`src/rtl/rx_bit_ctrl_pkg.sv`:
```
// rtl/rx_bit_ctrl_pkg.sv - shared state encoding, defaults and voter helper for the RX bit controller
package rx_bit_ctrl_pkg;

   localparam int DEF_OVERSAMPLE  = 16;
   localparam int DEF_DATA_BITS   = 8;
   localparam int DEF_SYNC_STAGES = 2;

   typedef enum logic [2:0] {
      IDLE      = 3'd0,
      START     = 3'd1,
      DATA      = 3'd2,
      STOP      = 3'd3,
      WAIT_IDLE = 3'd4
   } rx_state_t;

   function automatic logic maj3(input logic a, input logic b, input logic c);
      return (a & b) | (a & c) | (b & c);
   endfunction

endpackage

```
`src/rtl/rx_bit_ctrl_sync_vote.sv`:
```
// rtl/rx_bit_ctrl_sync_vote.sv - rx synchroniser and three-sample majority voter
import rx_bit_ctrl_pkg::*;

module rx_bit_ctrl_sync_vote #(
   parameter int SYNC_STAGES = DEF_SYNC_STAGES
) (
   input  logic i_baudclk,
   input  logic i_rst,
   input  logic i_rx,
   input  logic sample_a,
   input  logic sample_b,
   output logic rx_s,
   output logic vote
);

   logic [SYNC_STAGES-1:0] sync_q;
   logic                   samp_a;
   logic                   samp_b;

   // Flops reset to the idle line level so reset never looks like a start bit.
   always_ff @(posedge i_baudclk) begin
      if (i_rst) begin
         sync_q <= '1;
         samp_a <= 1'b1;
         samp_b <= 1'b1;
      end else begin
         sync_q <= {sync_q[SYNC_STAGES-2:0], i_rx};
         if (sample_a) samp_a <= sync_q[SYNC_STAGES-1];
         if (sample_b) samp_b <= sync_q[SYNC_STAGES-1];
      end
   end

   assign rx_s = sync_q[SYNC_STAGES-1];

   // Third sample is the live synchronised line at the decision tick.
   assign vote = maj3(samp_a, samp_b, rx_s);

endmodule

```
`src/rtl/rx_bit_ctrl.sv`:
```
// rtl/rx_bit_ctrl.sv - UART receive bit controller driving SIPO shift/one/zero strobes
import rx_bit_ctrl_pkg::*;

module rx_bit_ctrl #(
   parameter int OVERSAMPLE  = DEF_OVERSAMPLE,
   parameter int DATA_BITS   = DEF_DATA_BITS,
   parameter int SYNC_STAGES = DEF_SYNC_STAGES
) (
   input  logic i_baudclk,
   input  logic i_rst,
   input  logic i_rx,
   output logic o_shift,
   output logic o_onedetected,
   output logic o_zerodetected,
   output logic o_done,
   output logic o_frame_err,
   output logic o_busy
);

   localparam int TW = $clog2(OVERSAMPLE);
   localparam int BW = $clog2(DATA_BITS + 1);
   localparam int M  = OVERSAMPLE / 2;

   localparam logic [TW-1:0] T_LAST = TW'(OVERSAMPLE - 1);
   localparam logic [TW-1:0] T_A    = TW'(M - 1);
   localparam logic [TW-1:0] T_B    = TW'(M);
   localparam logic [TW-1:0] T_DEC  = TW'(M + 1);
   localparam logic [BW-1:0] B_LAST = BW'(DATA_BITS - 1);

   rx_state_t       state, state_nxt;
   logic [TW-1:0]   tick_cnt, tick_nxt;
   logic [BW-1:0]   bit_idx, bit_nxt;
   logic            shift_nxt, one_nxt, done_nxt, err_nxt;
   logic            rx_s, vote, dec;

   rx_bit_ctrl_sync_vote #(
      .SYNC_STAGES (SYNC_STAGES)
   ) u_sync_vote (
      .i_baudclk (i_baudclk),
      .i_rst     (i_rst),
      .i_rx      (i_rx),
      .sample_a  (tick_cnt == T_A),
      .sample_b  (tick_cnt == T_B),
      .rx_s      (rx_s),
      .vote      (vote)
   );

   assign dec = (tick_cnt == T_DEC);

   always_ff @(posedge i_baudclk) begin
      if (i_rst) begin
         state          <= IDLE;
         tick_cnt       <= '0;
         bit_idx        <= '0;
         o_shift        <= 1'b0;
         o_onedetected  <= 1'b0;
         o_zerodetected <= 1'b0;
         o_done         <= 1'b0;
         o_frame_err    <= 1'b0;
      end else begin
         state          <= state_nxt;
         tick_cnt       <= tick_nxt;
         bit_idx        <= bit_nxt;
         o_shift        <= shift_nxt;
         o_onedetected  <= shift_nxt & one_nxt;
         o_zerodetected <= shift_nxt & ~one_nxt;
         o_done         <= done_nxt;
         o_frame_err    <= err_nxt;
      end
   end

   always_comb begin
      state_nxt = state;
      tick_nxt  = (tick_cnt == T_LAST) ? '0 : tick_cnt + TW'(1);
      bit_nxt   = bit_idx;
      shift_nxt = 1'b0;
      one_nxt   = 1'b0;
      done_nxt  = 1'b0;
      err_nxt   = 1'b0;
      case (state)
         IDLE: begin
            tick_nxt = '0;
            if (!rx_s) state_nxt = START;
         end
         START: begin
            if (dec && vote) begin
               state_nxt = IDLE;
               tick_nxt  = '0;
            end else if (tick_cnt == T_LAST) begin
               state_nxt = DATA;
               bit_nxt   = '0;
            end
         end
         DATA: begin
            if (dec) begin
               shift_nxt = 1'b1;
               one_nxt   = vote;
            end
            if (tick_cnt == T_LAST) begin
               if (bit_idx == B_LAST) state_nxt = STOP;
               else                   bit_nxt   = bit_idx + BW'(1);
            end
         end
         STOP: begin
            // Leaving at mid stop bit re-arms IDLE before the next start edge.
            if (dec) begin
               tick_nxt = '0;
               if (vote) begin
                  done_nxt  = 1'b1;
                  state_nxt = IDLE;
               end else begin
                  err_nxt   = 1'b1;
                  state_nxt = WAIT_IDLE;
               end
            end
         end
         WAIT_IDLE: begin
            tick_nxt = '0;
            if (rx_s) state_nxt = IDLE;
         end
         default: begin
            state_nxt = IDLE;
            tick_nxt  = '0;
         end
      endcase
   end

   assign o_busy = (state == START) || (state == DATA) || (state == STOP);

endmodule
```
`config.mk`:
```
export PLATFORM = sky130hd
export DESIGN_NAME = rx_bit_ctrl
export DESIGN_NICKNAME = d
export VERILOG_FILES = /design/src/rtl/rx_bit_ctrl_pkg.sv /design/src/rtl/rx_bit_ctrl_sync_vote.sv /design/src/rtl/rx_bit_ctrl.sv
export SDC_FILE = /design/constraint.sdc
export NUM_CORES = 1
export LEC_CHECK = 0
export CELL_PAD_IN_SITES_DETAIL_PLACEMENT = 1
export CELL_PAD_IN_SITES_GLOBAL_PLACEMENT = 1
export CORE_MARGIN = 4
export CORE_UTILIZATION = 42
export DETAILED_ROUTE_END_ITERATION = 7
export PLACE_DENSITY = 0.86
export SYNTH_ARGS = -nofsm -noshare
export SYNTH_HDL_FRONTEND = slang
export SYNTH_SLANG_ARGS = --single-unit
```
`constraint.sdc`:
```
create_clock -name i_baudclk -period 2.16 [get_ports i_baudclk]
set_input_delay 0.432 -clock i_baudclk [delete_from_list [all_inputs] [get_ports i_baudclk]]
set_output_delay 0.432 -clock i_baudclk [all_outputs]
set_load 0.02 [all_outputs]
```
After elaboration in Yosys (flattened, before gate mapping)
Cells that the tools add are included.

operators by class
  add/subtract/negate cells = 2
  eq/ne operators = 18
  mux-type cells = 24
  bitwise operators = 10
  reduce and logical (&&, ||, !) cells = 8

operator list
  kind                                                   number
  2-to-1 mux 4 bit                                       7
  2-to-1 mux 3 bit                                       8
  one-hot mux 3 bit (5 select lines)                     1
  inequality test 2 bit, second input constant           7
  equality test 4 bit, second input constant             3
  one-hot mux 4 bit (3 select lines)                     1
  adder 4 x 1 -> 4 bit, second input constant            2
  equality test 4 x 3 -> 1 bit, second input constant    2
  one-hot mux 4 bit (2 select lines)                     1
  equality test 3 x 2 -> 1 bit, second input constant    2
  2-to-1 mux 1 bit                                       6
  AND reduction 6 bit                                    1
  AND 1 bit                                              5
  AND reduction 5 bit                                    1
  equality test 3 x 1 -> 1 bit, second input constant    1
  equality test 3 bit, second input constant             1
  zero test 3 bit                                        1
  inequality test 3 bit, second input constant           1
  NOT 1 bit                                              3
  OR reduction 3 bit                                     1
  logical OR 1 bit                                       2
  inequality test 2 x 1 -> 1 bit, second input constant  1
  bitwise OR 1 bit                                       2
  nonzero test 2 bit                                     1
  logical AND 1 bit                                      1

word-level totals
  register bits = 20
  input port bits = 3
  output and inout bits = 6
  logic and storage cells = 73

Longest topological paths before layout
  depth after elaboration = 7
  mapped depth = 6
  gate-level depth less buffers = 6

Cells and area by module
A second synthesis with hierarchy kept.

second synthesis, totals
  cells, all modules = 106
  area total of the unflattened synthesis = 982.2 sq um

by module, submodules not included
  module                 instances  cells each  area each (sq um)  sequential area each (sq um)
  rx_bit_ctrl            1          95          848.3              320.3
  rx_bit_ctrl_sync_vote  1          11          133.9              80.1

Worst setup path after synthesis
Ideal clock, no wire load.

  kind = reg2reg
  start point = reg u_sync_vote.sync_q[1]
  end point = reg state[0]
  setup time = 0.103 ns
  arrival time = 1.510 ns
  data required time = 2.057 ns
  path slack = 0.547 ns
  stages on the path, launching flop included = 6
  path buffers = 1
  clock period less this slack = 1.613 ns
  cell sequence = dfxtp_1 -> buf_6 -> maj3_2 -> a2111oi_4 -> a311oi_1 -> a2111oi_2

between the ends
  word-level cells in the longest chain between the ends = 6
  elaborated cells between the ends (all ways) = 11
  those cells by class = eq/ne (3); mux (2); bitwise (4); reduce/logical (2)

RTL lines
  element                                                                                            RTL line                     RTL
  from (decl)                                                                                        rx_bit_ctrl_sync_vote.sv:16  logic [SYNC_STAGES-1:0] sync_q;
  from (signal assigned)                                                                             rx_bit_ctrl_sync_vote.sv:27  sync_q <= {sync_q[SYNC_STAGES-2:0], i_rx};
  AND 1 bit                                                                                          rx_bit_ctrl_pkg.sv:17        return (a & b) | (a & c) | (b & c);
  bitwise OR 1 bit (2 in a row)                                                                      rx_bit_ctrl_pkg.sv:17
  logical AND 1 bit                                                                                  rx_bit_ctrl.sv:86            if (dec && vote) begin
  inequality test 3 bit (no source line) / 2-to-1 mux 3 bit (equally long branches)                  n/a
  AND reduction 6 bit (no source line) / one-hot mux 3 bit (5 select lines) (equally long branches)  n/a
  to (signal assigned)                                                                               rx_bit_ctrl.sv:61            state <= state_nxt;
  to (decl)                                                                                          rx_bit_ctrl.sv:30            rx_state_t state, state_nxt;

Parallel ways exist; a longest one is shown, timed or not.
A chain may end at the register's enable or synchronous reset.

Worst setup path after layout
  start point = reg state[0]
  end point = out o_busy

between the ends
  word-level cells in the longest chain between the ends = 3
  elaborated cells between the ends (all ways) = 5
  those cells by class = eq/ne (3); reduce/logical (2)

RTL lines
  element                                                                              RTL line            RTL
  equality test 3 x 1 -> 1 bit / equality test 3 x 2 -> 1 bit (equally long branches)  rx_bit_ctrl.sv:128  assign o_busy = (state == START) || (state == DATA) || (state == STOP);
  logical OR 1 bit                                                                     rx_bit_ctrl.sv:128
  logical OR 1 bit *                                                                   rx_bit_ctrl.sv:128
  to (decl)                                                                            rx_bit_ctrl.sv:17   output logic o_busy

Every way passes the cells marked *; elsewhere a longest branch is shown, timed or not.

==> flow_summary.json <==
{
  "gp_congestion": 0.795,
  "dp_cells": 138,
  "crit_path_end_kind": "output port",
  "worstPathMaxFanout": 9,
  "holdPathStages": 1,
  "drive_gt1_share_pct": 11.4,
  "wl_per_cell_microns": 14.9,
  "rsz0062_at_grt": "no",
  "ioPinCount": 9,
  "dr.pass1.iters": 4,
  "syn_inst": 107,
  "ys_seq_area_share_pct": 40.7,
  "seq_area_sq_um": 403,
  "multi_input_area_sq_um": 514,
  "synth_seq_cells": 20,
  "design_area_sq_um": 1100,
  "clock_sinks": 20,
  "worstSetupStartpoint": "state[0]",
  "dieArea_sq_um": 3180,
  "worstRegToRegCells": 5,
  "synth-main-ff-cell": "dfxtp_1",
  "antenna_cells": 0,
  "crit-reg2reg-capture": "bit_idx[1]",
  "hold_class": "reg -> reg",
  "cts_setup_buffers": 0,
  "async_flop_share_pct": 0,
  "grt_pass1_vias": 813,
  "yosysWarnings": 0,
  "maxCapViolations": 0,
  "clkLatencyLatePin_ns": 0.30,
  "crit_type": "reg -> out",
  "vias_per_cell": 5.61,
  "path_clk_slew_ns": 0.12,
  "outcome": "finished, final reports clean",
  "synth.cell_area_sq_um": 985,
  "htree_num_levels": 1,
  "fin_crit_sh_pct": 93.8,
  "io_buffers": 8,
  "tightest_slew_ns": 0.353,
  "synth_top_area_share_pct": 40.7,
  "critPathArrivalTime_ns": 1.59,
  "globalRouteTotalUtil_pct": 14.7,
  "fin_cells": 142,
  "overflow": 0,
  "dieWidth_microns": 56.4,
  "relSlewSlack_pct": 76.5,
  "cts_tree": "done",
  "hpwl_microns": 1570,
  "cts_buffers": 3,
  "tns_ns": 0,
  "yosysTopAreaCell": "dfxtp_1",
  "worst_setup_path_start_kind": "register",
  "drtIter0Drc": 8,
  "synthToLayoutAreaGrowth_pct": 11.9,
  "powerDensity_nw_per_um2": 735,
  "grt_start_max_net_pins": 12,
  "r2r_slack_ns": 0.34,
  "wirelength_microns": 2110,
  "synth-edff-count": 0,
  "design.core.area_sq_um": 2210,
  "fill_cells": 277,
  "drv_slew": 0,
  "r2r-start": "tick_cnt[0]",
  "syn_avg_cell_area_sq_um": 9.20,
  "period_needed_ns": 2.03,
  "vias": 797,
  "grt_antenna_before_repair": 0,
  "fin_nets": 122,
  "die_h_microns": 56.4,
  "grt_pass1_wl_microns": 3770,
  "min-delay-start": "u_sync_vote.sync_q[0]",
  "ant_nets": 0,
  "cts_root_buf": "clkbuf_4",
  "min_to": "u_sync_vote.sync_q[1]",
  "max-vdd-ir-drop_v": 0.000376,
  "cts_max_path_buffers": 2,
  "power_leakage_nw": 0.414,
  "finClkSkew_ns": 0.00657,
  "hold_violations": 0,
  "synth_cell_types": 42,
  "drc": 0,
  "netlist_top_cells_area": "dfxtp_1 41%, ha_1 5.1%, nor2_1 4.6%",
  "power.total_mw": 0.810,
  "fmax_ghz": 0.494,
  "required_ns": 1.73,
  "rows": 17,
  "initial_core_util_pct": 44.5,
  "synth_fp_nets": 114,
  "setup_viol": 0,
  "dpl-instance-area_sq_um": 1060
}
-- worst max path at each step --
stage               end  slack, ns
4_1_cts          o_busy      0.003
3_5_place_dp     o_busy       0.33
6_report         o_busy       0.13
5_1_grt          o_busy       0.06
3_3_place_gp     o_busy       0.38
2_1_floorplan  state[0]       0.55
-- critical path, cell delays in order, from the launching register on --
cell and delay, ns:
dfxtp_2 0.39, nor2_1 0.29, nor2_1 0.07, clkdlybuf4s50_1 0.54
-- repair_timing --
action / in CTS / in global routing
gates resized for setup: 1 / 1
endpoints found under the setup margin: 1 / 1
hold buffers: 0 / 0
endpoints found under the hold margin: 0 / 0
-- per-stage QoR --
stage	utilization, %	setup slack, ns	hold WS (ns)
after floorplan	-	0.547	0.389
after global placement	48.1	0.382	0.394
final	49.8	0.134	0.427
after CTS	49.8	0.00308	0.428
after global routing	49.8	0.0633	0.443
after detailed placement	48.1	0.332	0.400
-- cells in the mapped netlist, types with 2 or more instances --
library cell	number
a311o_1	2
or2_2	3
ha_1	4
and3_1	2
dfxtp_1	20
nor4_1	5
nor2b_1	2
nand2b_1	2
buf_6	2
nand2_1	5
a31oi_1	2
o21ai_0	2
or3_1	2
a21boi_0	2
inv_1	7
buf_2	2
xor2_1	2
a21oi_1	5
nor2_1	12
and3b_1	2
-- flip-flops by register name, indices dropped and copies added, names as in the netlist --
| register | cells |
|---|---|
| o_done | 1 |
| tick_cnt | 4 |
| bit_idx | 4 |
| u_sync_vote.samp_b | 1 |
| u_sync_vote.sync_q | 2 |
| state | 3 |
| o_shift | 1 |
| o_zerodetected | 1 |
| o_onedetected | 1 |
| o_frame_err | 1 |
| u_sync_vote.samp_a | 1 |
-- cell type report --
cell class / count / share of cell area [%]
multi-input cells: 74 / 46.7
repair buffers: 9 / 7.95
well taps: 28 / 3.18
flip-flops and latches: 20 / 36.5
clock buffers: 4 / 3.29
inverters: 7 / 2.38
-- cell usage in the layout (no fill, tap or decap), types with 3 or more instances in the layout --
| cell | Yosys | final |
|---|---|---|
| nor2_1 | 12 | 12 |
| nor4_1 | 5 | 5 |
| clkdlybuf4s50_1 | 0 | 8 |
| inv_1 | 7 | 7 |
| a21oi_1 | 5 | 5 |
| dfxtp_1 | 20 | 18 |
| ha_1 | 4 | 4 |
| or2_2 | 3 | 3 |
| clkbuf_4 | 0 | 3 |
| nand2_1 | 5 | 5 |
-- routing by layer --
metal | routed length, microns | GRT usage, %
met1 | 988 | 18.4
met2 | 1020 | 24.9
met3 | 72 | 2.99
met4 | 31 | 5.08
met5 | 0 | 0
-- kinds of logic (layout without fill, tap and decap cells) --
kind of cell | Yosys count | after routing | share of synthesized area (%)
buffers and inverters | 13 | 20 | 7.12
flip-flops | 20 | 20 | 40.7
AND/OR/NAND/NOR | 44 | 44 | 25.2
XOR/XNOR | 3 | 3 | 2.67
AO/OA/AOI/OAI | 22 | 22 | 18.2
adder cells (fa/ha/maj) | 5 | 5 | 6.23
-- power by group --
| group | internal (mW) | total [mW] | switching (mW) |
|---|---|---|---|
| registers | 0.388 | 0.421 | 0.0333 |
| clock network | 0.103 | 0.225 | 0.122 |
| logic | 0.0742 | 0.164 | 0.0897 |
| total | 0.565 | 0.810 | 0.245 |
(Power assumes the default switching activity.)
